$ cat config.mk
export PLATFORM = sky130hd
export DESIGN_NAME = lc3_fetch_branch_ctrl
export DESIGN_NICKNAME = d
export VERILOG_FILES = /design/src/rtl/lc3_fetch_branch_ctrl.sv
export SDC_FILE = /design/constraint.sdc
export NUM_CORES = 1
export LEC_CHECK = 0
export CORE_ASPECT_RATIO = 0.75
export CORE_MARGIN = 8
export CORE_UTILIZATION = 30
export CTS_CLUSTER_SIZE = 40
export DETAILED_ROUTE_END_ITERATION = 8
export SLEW_MARGIN = 20
export SYNTH_ARGS = -nofsm -noshare
export SYNTH_HDL_FRONTEND = slang
export SYNTH_SLANG_ARGS = --single-unit
$ cat constraint.sdc
create_clock -name clk_i -period 8 [get_ports clk_i]
set_input_delay 0.8 -clock clk_i [delete_from_list [all_inputs] [get_ports clk_i]]
set_output_delay 0.8 -clock clk_i [all_outputs]
set_load 0.01 [all_outputs]
$ cat src/rtl/lc3_fetch_branch_ctrl.sv
// lc3_fetch_branch_ctrl
//   Fetch/decode/branch sequencer for the LC-3 datapath. Owns the PC, drives the
//   fetch strobes, resolves BR locally from the registered branch-enable, and
//   hands every other opcode to the execute unit over a start/done handshake.
//
// Ports
//   clk_i          system clock, all state on rising edge
//   reset_i        synchronous active-high reset
//   run_i          1 = keep executing; sampled at instruction boundaries
//   ir_i[15:0]     instruction register (valid from DECODE onward)
//   ben_val_i      registered branch-enable from the BEN/NZP stage
//   mem_ready_i    memory read data valid this cycle
//   exec_done_i    execute unit finished the current instruction
//   load_pc_i      execute unit PC write, honoured only in EXEC
//   pc_in_i[15:0]  PC value for load_pc_i
//   pc_o[15:0]     program counter
//   gate_pc_o, ld_mar_o, mem_oe_o, ld_mdr_o, gate_mdr_o, ld_ir_o, ld_ben_o
//                  datapath strobes, decoded from state
//   exec_start_o   one-cycle start pulse to the execute unit
//   halted_o       1 while in HALTED
//   mem_err_o      sticky fetch-timeout flag, cleared only by reset
//   state_code_o   current state encoding (debug)
module lc3_fetch_branch_ctrl #(
    parameter logic [15:0]  PC_RESET    = 16'h3000,
    parameter int unsigned  MEM_TIMEOUT = 15
) (
    input  logic        clk_i,
    input  logic        reset_i,
    input  logic        run_i,
    input  logic [15:0] ir_i,
    input  logic        ben_val_i,
    input  logic        mem_ready_i,
    input  logic        exec_done_i,
    input  logic        load_pc_i,
    input  logic [15:0] pc_in_i,
    output logic [15:0] pc_o,
    output logic        gate_pc_o,
    output logic        ld_mar_o,
    output logic        mem_oe_o,
    output logic        ld_mdr_o,
    output logic        gate_mdr_o,
    output logic        ld_ir_o,
    output logic        ld_ben_o,
    output logic        exec_start_o,
    output logic        halted_o,
    output logic        mem_err_o,
    output logic [3:0]  state_code_o
);

    localparam int unsigned CNT_W = 8;
    localparam logic [CNT_W-1:0] TIMEOUT_CNT = CNT_W'(MEM_TIMEOUT);

    localparam logic [3:0] S_HALTED   = 4'd0;
    localparam logic [3:0] S_FETCH1   = 4'd1;
    localparam logic [3:0] S_FETCH2   = 4'd2;
    localparam logic [3:0] S_FETCH3   = 4'd3;
    localparam logic [3:0] S_DECODE   = 4'd4;
    localparam logic [3:0] S_BR       = 4'd5;
    localparam logic [3:0] S_BR_TAKEN = 4'd6;
    localparam logic [3:0] S_EXEC     = 4'd7;

    logic [3:0]       state_q, state_d;
    logic [15:0]      pc_q, pc_d;
    logic [CNT_W-1:0] wait_cnt_q, wait_cnt_d;
    logic             mem_err_q, mem_err_d;

    logic [CNT_W-1:0] wait_cnt_inc;
    logic             fetch_timeout;
    logic             is_br;
    logic [15:0]      br_offset;
    logic [3:0]       boundary_state;
    logic             unused_ir;

    // IR[11:9] (nzp) is already folded into the externally registered BEN.
    assign unused_ir = ^ir_i[11:9];

    assign wait_cnt_inc   = wait_cnt_q + CNT_W'(1);
    assign fetch_timeout  = (wait_cnt_inc == TIMEOUT_CNT);
    assign is_br          = (ir_i[15:12] == 4'b0000);
    assign br_offset      = {{7{ir_i[8]}}, ir_i[8:0]};
    assign boundary_state = run_i ? S_FETCH1 : S_HALTED;

    // State register
    always_ff @(posedge clk_i) begin
        if (reset_i) begin
            state_q <= S_HALTED;
        end else begin
            state_q <= state_d;
        end
    end

    // Next-state logic
    always_comb begin
        state_d = state_q;
        case (state_q)
            S_HALTED: begin
                // A fetch fault holds the sequencer here until reset.
                if (run_i && !mem_err_q) begin
                    state_d = S_FETCH1;
                end
            end
            S_FETCH1: state_d = S_FETCH2;
            S_FETCH2: begin
                if (mem_ready_i) begin
                    state_d = S_FETCH3;
                end else if (fetch_timeout) begin
                    state_d = S_HALTED;
                end
            end
            S_FETCH3: state_d = S_DECODE;
            S_DECODE: state_d = is_br ? S_BR : S_EXEC;
            S_BR:     state_d = ben_val_i ? S_BR_TAKEN : boundary_state;
            S_BR_TAKEN: state_d = boundary_state;
            S_EXEC: begin
                if (exec_done_i) begin
                    state_d = boundary_state;
                end
            end
            default:  state_d = S_HALTED;
        endcase
    end

    // Output decode; only ld_mdr and exec_start look past the state
    always_comb begin
        gate_pc_o    = 1'b0;
        ld_mar_o     = 1'b0;
        mem_oe_o     = 1'b0;
        ld_mdr_o     = 1'b0;
        gate_mdr_o   = 1'b0;
        ld_ir_o      = 1'b0;
        ld_ben_o     = 1'b0;
        exec_start_o = 1'b0;
        halted_o     = 1'b0;
        case (state_q)
            S_HALTED: halted_o = 1'b1;
            S_FETCH1: begin
                gate_pc_o = 1'b1;
                ld_mar_o  = 1'b1;
            end
            S_FETCH2: begin
                mem_oe_o = 1'b1;
                ld_mdr_o = mem_ready_i;
            end
            S_FETCH3: begin
                gate_mdr_o = 1'b1;
                ld_ir_o    = 1'b1;
            end
            S_DECODE: begin
                ld_ben_o     = 1'b1;
                exec_start_o = !is_br;
            end
            default: ;
        endcase
    end

    // PC, fetch wait counter and fault flag update
    always_comb begin
        pc_d       = pc_q;
        wait_cnt_d = wait_cnt_q;
        mem_err_d  = mem_err_q;
        case (state_q)
            S_FETCH1: begin
                pc_d       = pc_q + 16'd1;
                wait_cnt_d = '0;
            end
            S_FETCH2: begin
                if (!mem_ready_i) begin
                    wait_cnt_d = wait_cnt_inc;
                    if (fetch_timeout) begin
                        mem_err_d = 1'b1;
                    end
                end
            end
            S_BR_TAKEN: pc_d = pc_q + br_offset;
            S_EXEC: begin
                if (load_pc_i) begin
                    pc_d = pc_in_i;
                end
            end
            default: ;
        endcase
    end

    always_ff @(posedge clk_i) begin
        if (reset_i) begin
            pc_q       <= PC_RESET;
            wait_cnt_q <= '0;
            mem_err_q  <= 1'b0;
        end else begin
            pc_q       <= pc_d;
            wait_cnt_q <= wait_cnt_d;
            mem_err_q  <= mem_err_d;
        end
    end

    assign pc_o         = pc_q;
    assign mem_err_o    = mem_err_q;
    assign state_code_o = state_q;

endmodule
==> flow_summary.yaml <==
clock_tree:
  postCtsResizedCells: 0
  tritoncts: "done"
  clk_pin_slew_worst_paths_ns: 0.11
  cts_htree_levels: 1
  hold_fix_buffers_cts: 0
  post-cts-setup-buffer-count: 0
  cts.root.buffer_cell: "clkbuf_8"
  clkSinkCount: 28
  clock_insertion_delay_worst_skew_ns: 0.29
  cts_made_buffers: 3
  number_of_buffers_between_clock_root_and_the_deepest_sink: 2
cells_and_area:
  layout_common_cells: "clkdlybuf4s50_1, nor2_1, nand2_1, dfxtp_1, a21oi_1"
  fill_cells: 788
  n_diodes: 0
  nets: 403
  finish.instance_area_mm2: 0.00300
  leading_cell_type_in_the_layout_fill_and_taps_excluded: "clkdlybuf4s50_1"
  syn2layout_area_growth_pct: 31.6
  drive_above_1_share_pct: 5.68
  finish.utilization_pct: 40.7
timing:
  fin_setup_tns_ns: 0
  finalClockSkew_ns: 0.00759
  finalSetupViolCount: 0
  worst_pin_slew_ns: 0.942
  upper_clock_frequency_limit_mhz: 292
  slew_violations: 0
  rsz_0062_raised_after_global_routing: "false"
  tightest_hold_margin_ns: 0.496
  post-route-min-period_ns: 3.43
  timing_hold_violations_final: 0
  slew_headroom_pct: 37.0
  finalCritPeriodShare_pct: 42.9
worst_setup_path:
  cp_cell_sequence: "and3b_1 > nand2b_1 > ha_1 > fa_1 > a211oi_2 > o211ai_1 > nand2_2 > o22ai_1 > or3b_1 > a311o_1"
  cp_slowest_cell: "dfxtp_1"
  critPathLaunchType: "flop"
  timing_worst_setup_path_type: "flop to flop"
  setup.worst_path.end_class: "flop"
  timing.critical_path.buf_inv: 0
  critical_path_required_ns: 8.19
  worst-path-max-fanout: 16
  worst_path_dominant_cell_family: "simple AND/OR/NAND/NOR gates"
  critPathMaxStageDelay_ns: 0.65
  worstPathArrival_ns: 3.62
worst_hold_path:
  holdCritPathClass: "flop to flop"
pwr:
  netSwitchingPower_mw: 0.315
  sequentialPowerShare_pct: 31.9
  total_leakage_power_nw: 1.05
  power-per-cell-area_mw_per_mm2: 243
  netSwitchingFraction_pct: 43.2
  p_int_mw: 0.414
  clock_power_share_pct: 12.9
  part_of_the_power_in_combinational_logic_pct: 55.1
  ir_worst_vdd_mv: 0.0905
routing:
  remaining_drc_errors: 0
  initialDrtViolationCount: 157
  route.detailed.vias_per_inst: 5.21
  route.detailed.wl_per_inst_um: 15.1
  num_vias: 2361
  firstDrtPassIters: 4
  route.final.wire_length_um: 6830
  ant_nets: 0
logic_synthesis:
  synth-adder-area-share_pct: 6.86
  register_bit_total_from_synthesis: 28
  synth-xor-area-share_pct: 3.07
  syn_area_mm2: 0.00228
  synth-simple-area-share_pct: 30.6
  synth_top_family_by_area: "simple AND/OR/NAND/NOR gates"
  synth.area.mux_share_pct: 1.81
  synth_cell_type_count: 66
  synth.yosys.warnings: 0
  compound_gate_fraction_of_synth_area_pct: 26.7
  syn-mean-instance-area_um2: 7.47
  syn_nets: 355
  synth-main-ff-cell: "dfxtp_1"
  synth-seq-area-share_pct: 24.6
  proportion_of_synthesized_flip_flops_having_asynchronous_set_or_reset_pct: 0
  synth-edff-count: 0
  instance_count_of_the_mapped_netlist: 305
floorplanning:
  total_core_area_mm2: 0.00736
  floorplan.die.height_um: 91.5
  die-width_um: 117
  num_io_pins: 69
  floorplan.initialDensity_pct: 31.0
  design.die.area_mm2: 0.0107
  placementRows: 27
place:
  gp_congestion: 0.803
  io_buffer_count: 64
  post-dp-hpwl_um: 4990
  dpl_cell_area_mm2: 0.00294
grt:
  grt_pass1_wl_um: 11100
  largest_net_degree_at_the_start_of_global_routing: 26
  vias_in_the_first_global_route: 2285
  grt_use_total_pct: 12.6
  sum_of_overflow_across_all_layers_after_global_routing: 0
  antenna_found_initial: 0
run:
  drv_cap: 0
run_status:
  status: "completed"
## metrics by stage
stage	cells	setup slack, ns	total power, mW
after floorplan	305	5.03	0.474
after global placement	449	4.42	0.634
after detailed placement	449	4.39	0.642
after CTS	453	4.56	0.739
after global routing	453	4.32	0.791
final	453	4.57	0.730
## metal layers
| layer | part of all wire [%] | vias up | wire length [um] | GRT usage, % |
|---|---|---|---|---|
| met1 | 47 | 1107 | 3180 | 15.4 |
| met2 | 47 | 45 | 3240 | 21.9 |
| met4 | 0.28 | 0 | 19 | 1.59 |
| met5 | 0 | - | 0 | 0 |
| li1 | - | 1207 | - | - |
| met3 | 5.7 | 2 | 389 | 3.37 |
## layout make-up
type	instances	area (um^2)	share of cell area, %
multi-input combinational	248	1580	52.8
timing repair buffer	65	648	21.6
sequential	28	561	18.7
tap	101	126	4.21
clock buffer	4	55.1	1.84
inverter	7	26.3	0.876
## kinds of logic (layout without fill, tap and decap cells)
| group | Yosys count | after routing |
|---|---|---|
| DFF | 28 | 28 |
| adders and majority gates | 12 | 12 |
| and+or+nand+nor | 131 | 131 |
| other | 1 | 1 |
| buffers and inverters | 29 | 76 |
| muxes | 4 | 4 |
| AOI/OAI and AO/OA | 92 | 92 |
| xor gates and xnor gates | 8 | 8 |
## cells in the mapped netlist, drive strengths merged, types with 2 or more instances
| cell type | n | area share, % |
|---|---|---|
| a211oi | 7 | 2.7 |
| a21o | 3 | 0.99 |
| a21oi | 21 | 4.6 |
| a311o | 2 | 0.88 |
| a311oi | 5 | 1.9 |
| a31oi | 11 | 3.0 |
| and2 | 13 | 3.6 |
| and3 | 3 | 0.82 |
| and4 | 2 | 0.82 |
| buf | 15 | 4.0 |
| clkbuf | 7 | 1.2 |
| dfxtp | 28 | 25 |
| ha | 10 | 5.5 |
| inv | 6 | 0.99 |
| mux2i | 3 | 1.3 |
| nand2 | 30 | 5.0 |
| nand2b | 8 | 2.2 |
| nand3 | 11 | 2.4 |
| nand3b | 2 | 0.82 |
| nand4 | 3 | 0.82 |
| nor2 | 30 | 4.9 |
| nor3 | 7 | 2.0 |
| nor3b | 3 | 0.99 |
| nor4 | 3 | 0.82 |
| o211ai | 7 | 2.3 |
| o21a | 4 | 1.4 |
| o21ai | 19 | 4.3 |
| o21bai | 3 | 0.99 |
| o22ai | 2 | 0.55 |
| or2 | 2 | 0.55 |
| or3 | 6 | 1.6 |
| or4 | 3 | 1.2 |
| xnor2 | 5 | 1.9 |
| xor2 | 3 | 1.2 |
## path summary, 6_finish.rpt
path                   startpoint        to  slack, ns  cells after the start
hold / removal            pc_o[2]   pc_o[2]       0.50                      2
setup / recovery  state_code_o[2]  pc_o[12]       4.57                     10
hold reg to reg           pc_o[2]   pc_o[2]       0.50                      2
setup reg to reg  state_code_o[2]  pc_o[12]       4.57                     10
## sequential cells by signal, indices dropped and copies added, names as in the netlist
name	flops
pc_o	16
wait_cnt_q	8
mem_err_o	1
state_code_o	3
## power by group through the flow
stage | combinational, mW | clock [mW] | sequential [mW]
3_5_place_dp | 0.406 | 0 | 0.236
5_1_grt | 0.449 | 0.101 | 0.242
6_report | 0.402 | 0.0943 | 0.233
4_1_cts | 0.408 | 0.0987 | 0.233
3_3_place_gp | 0.400 | 0 | 0.233
2_1_floorplan | 0.251 | 0 | 0.222
## worst reg2reg max path, delay by kind of cell, from the launching register on
family | cells | cell delay [ns]
AND/OR/NAND/NOR | 4 | 1.08
AO/OA/AOI/OAI | 4 | 0.90
adder cells (fa/ha/maj) | 2 | 0.70
flip-flops | 1 | 0.65
No activity file was read; power rests on OpenSTA's default activity.
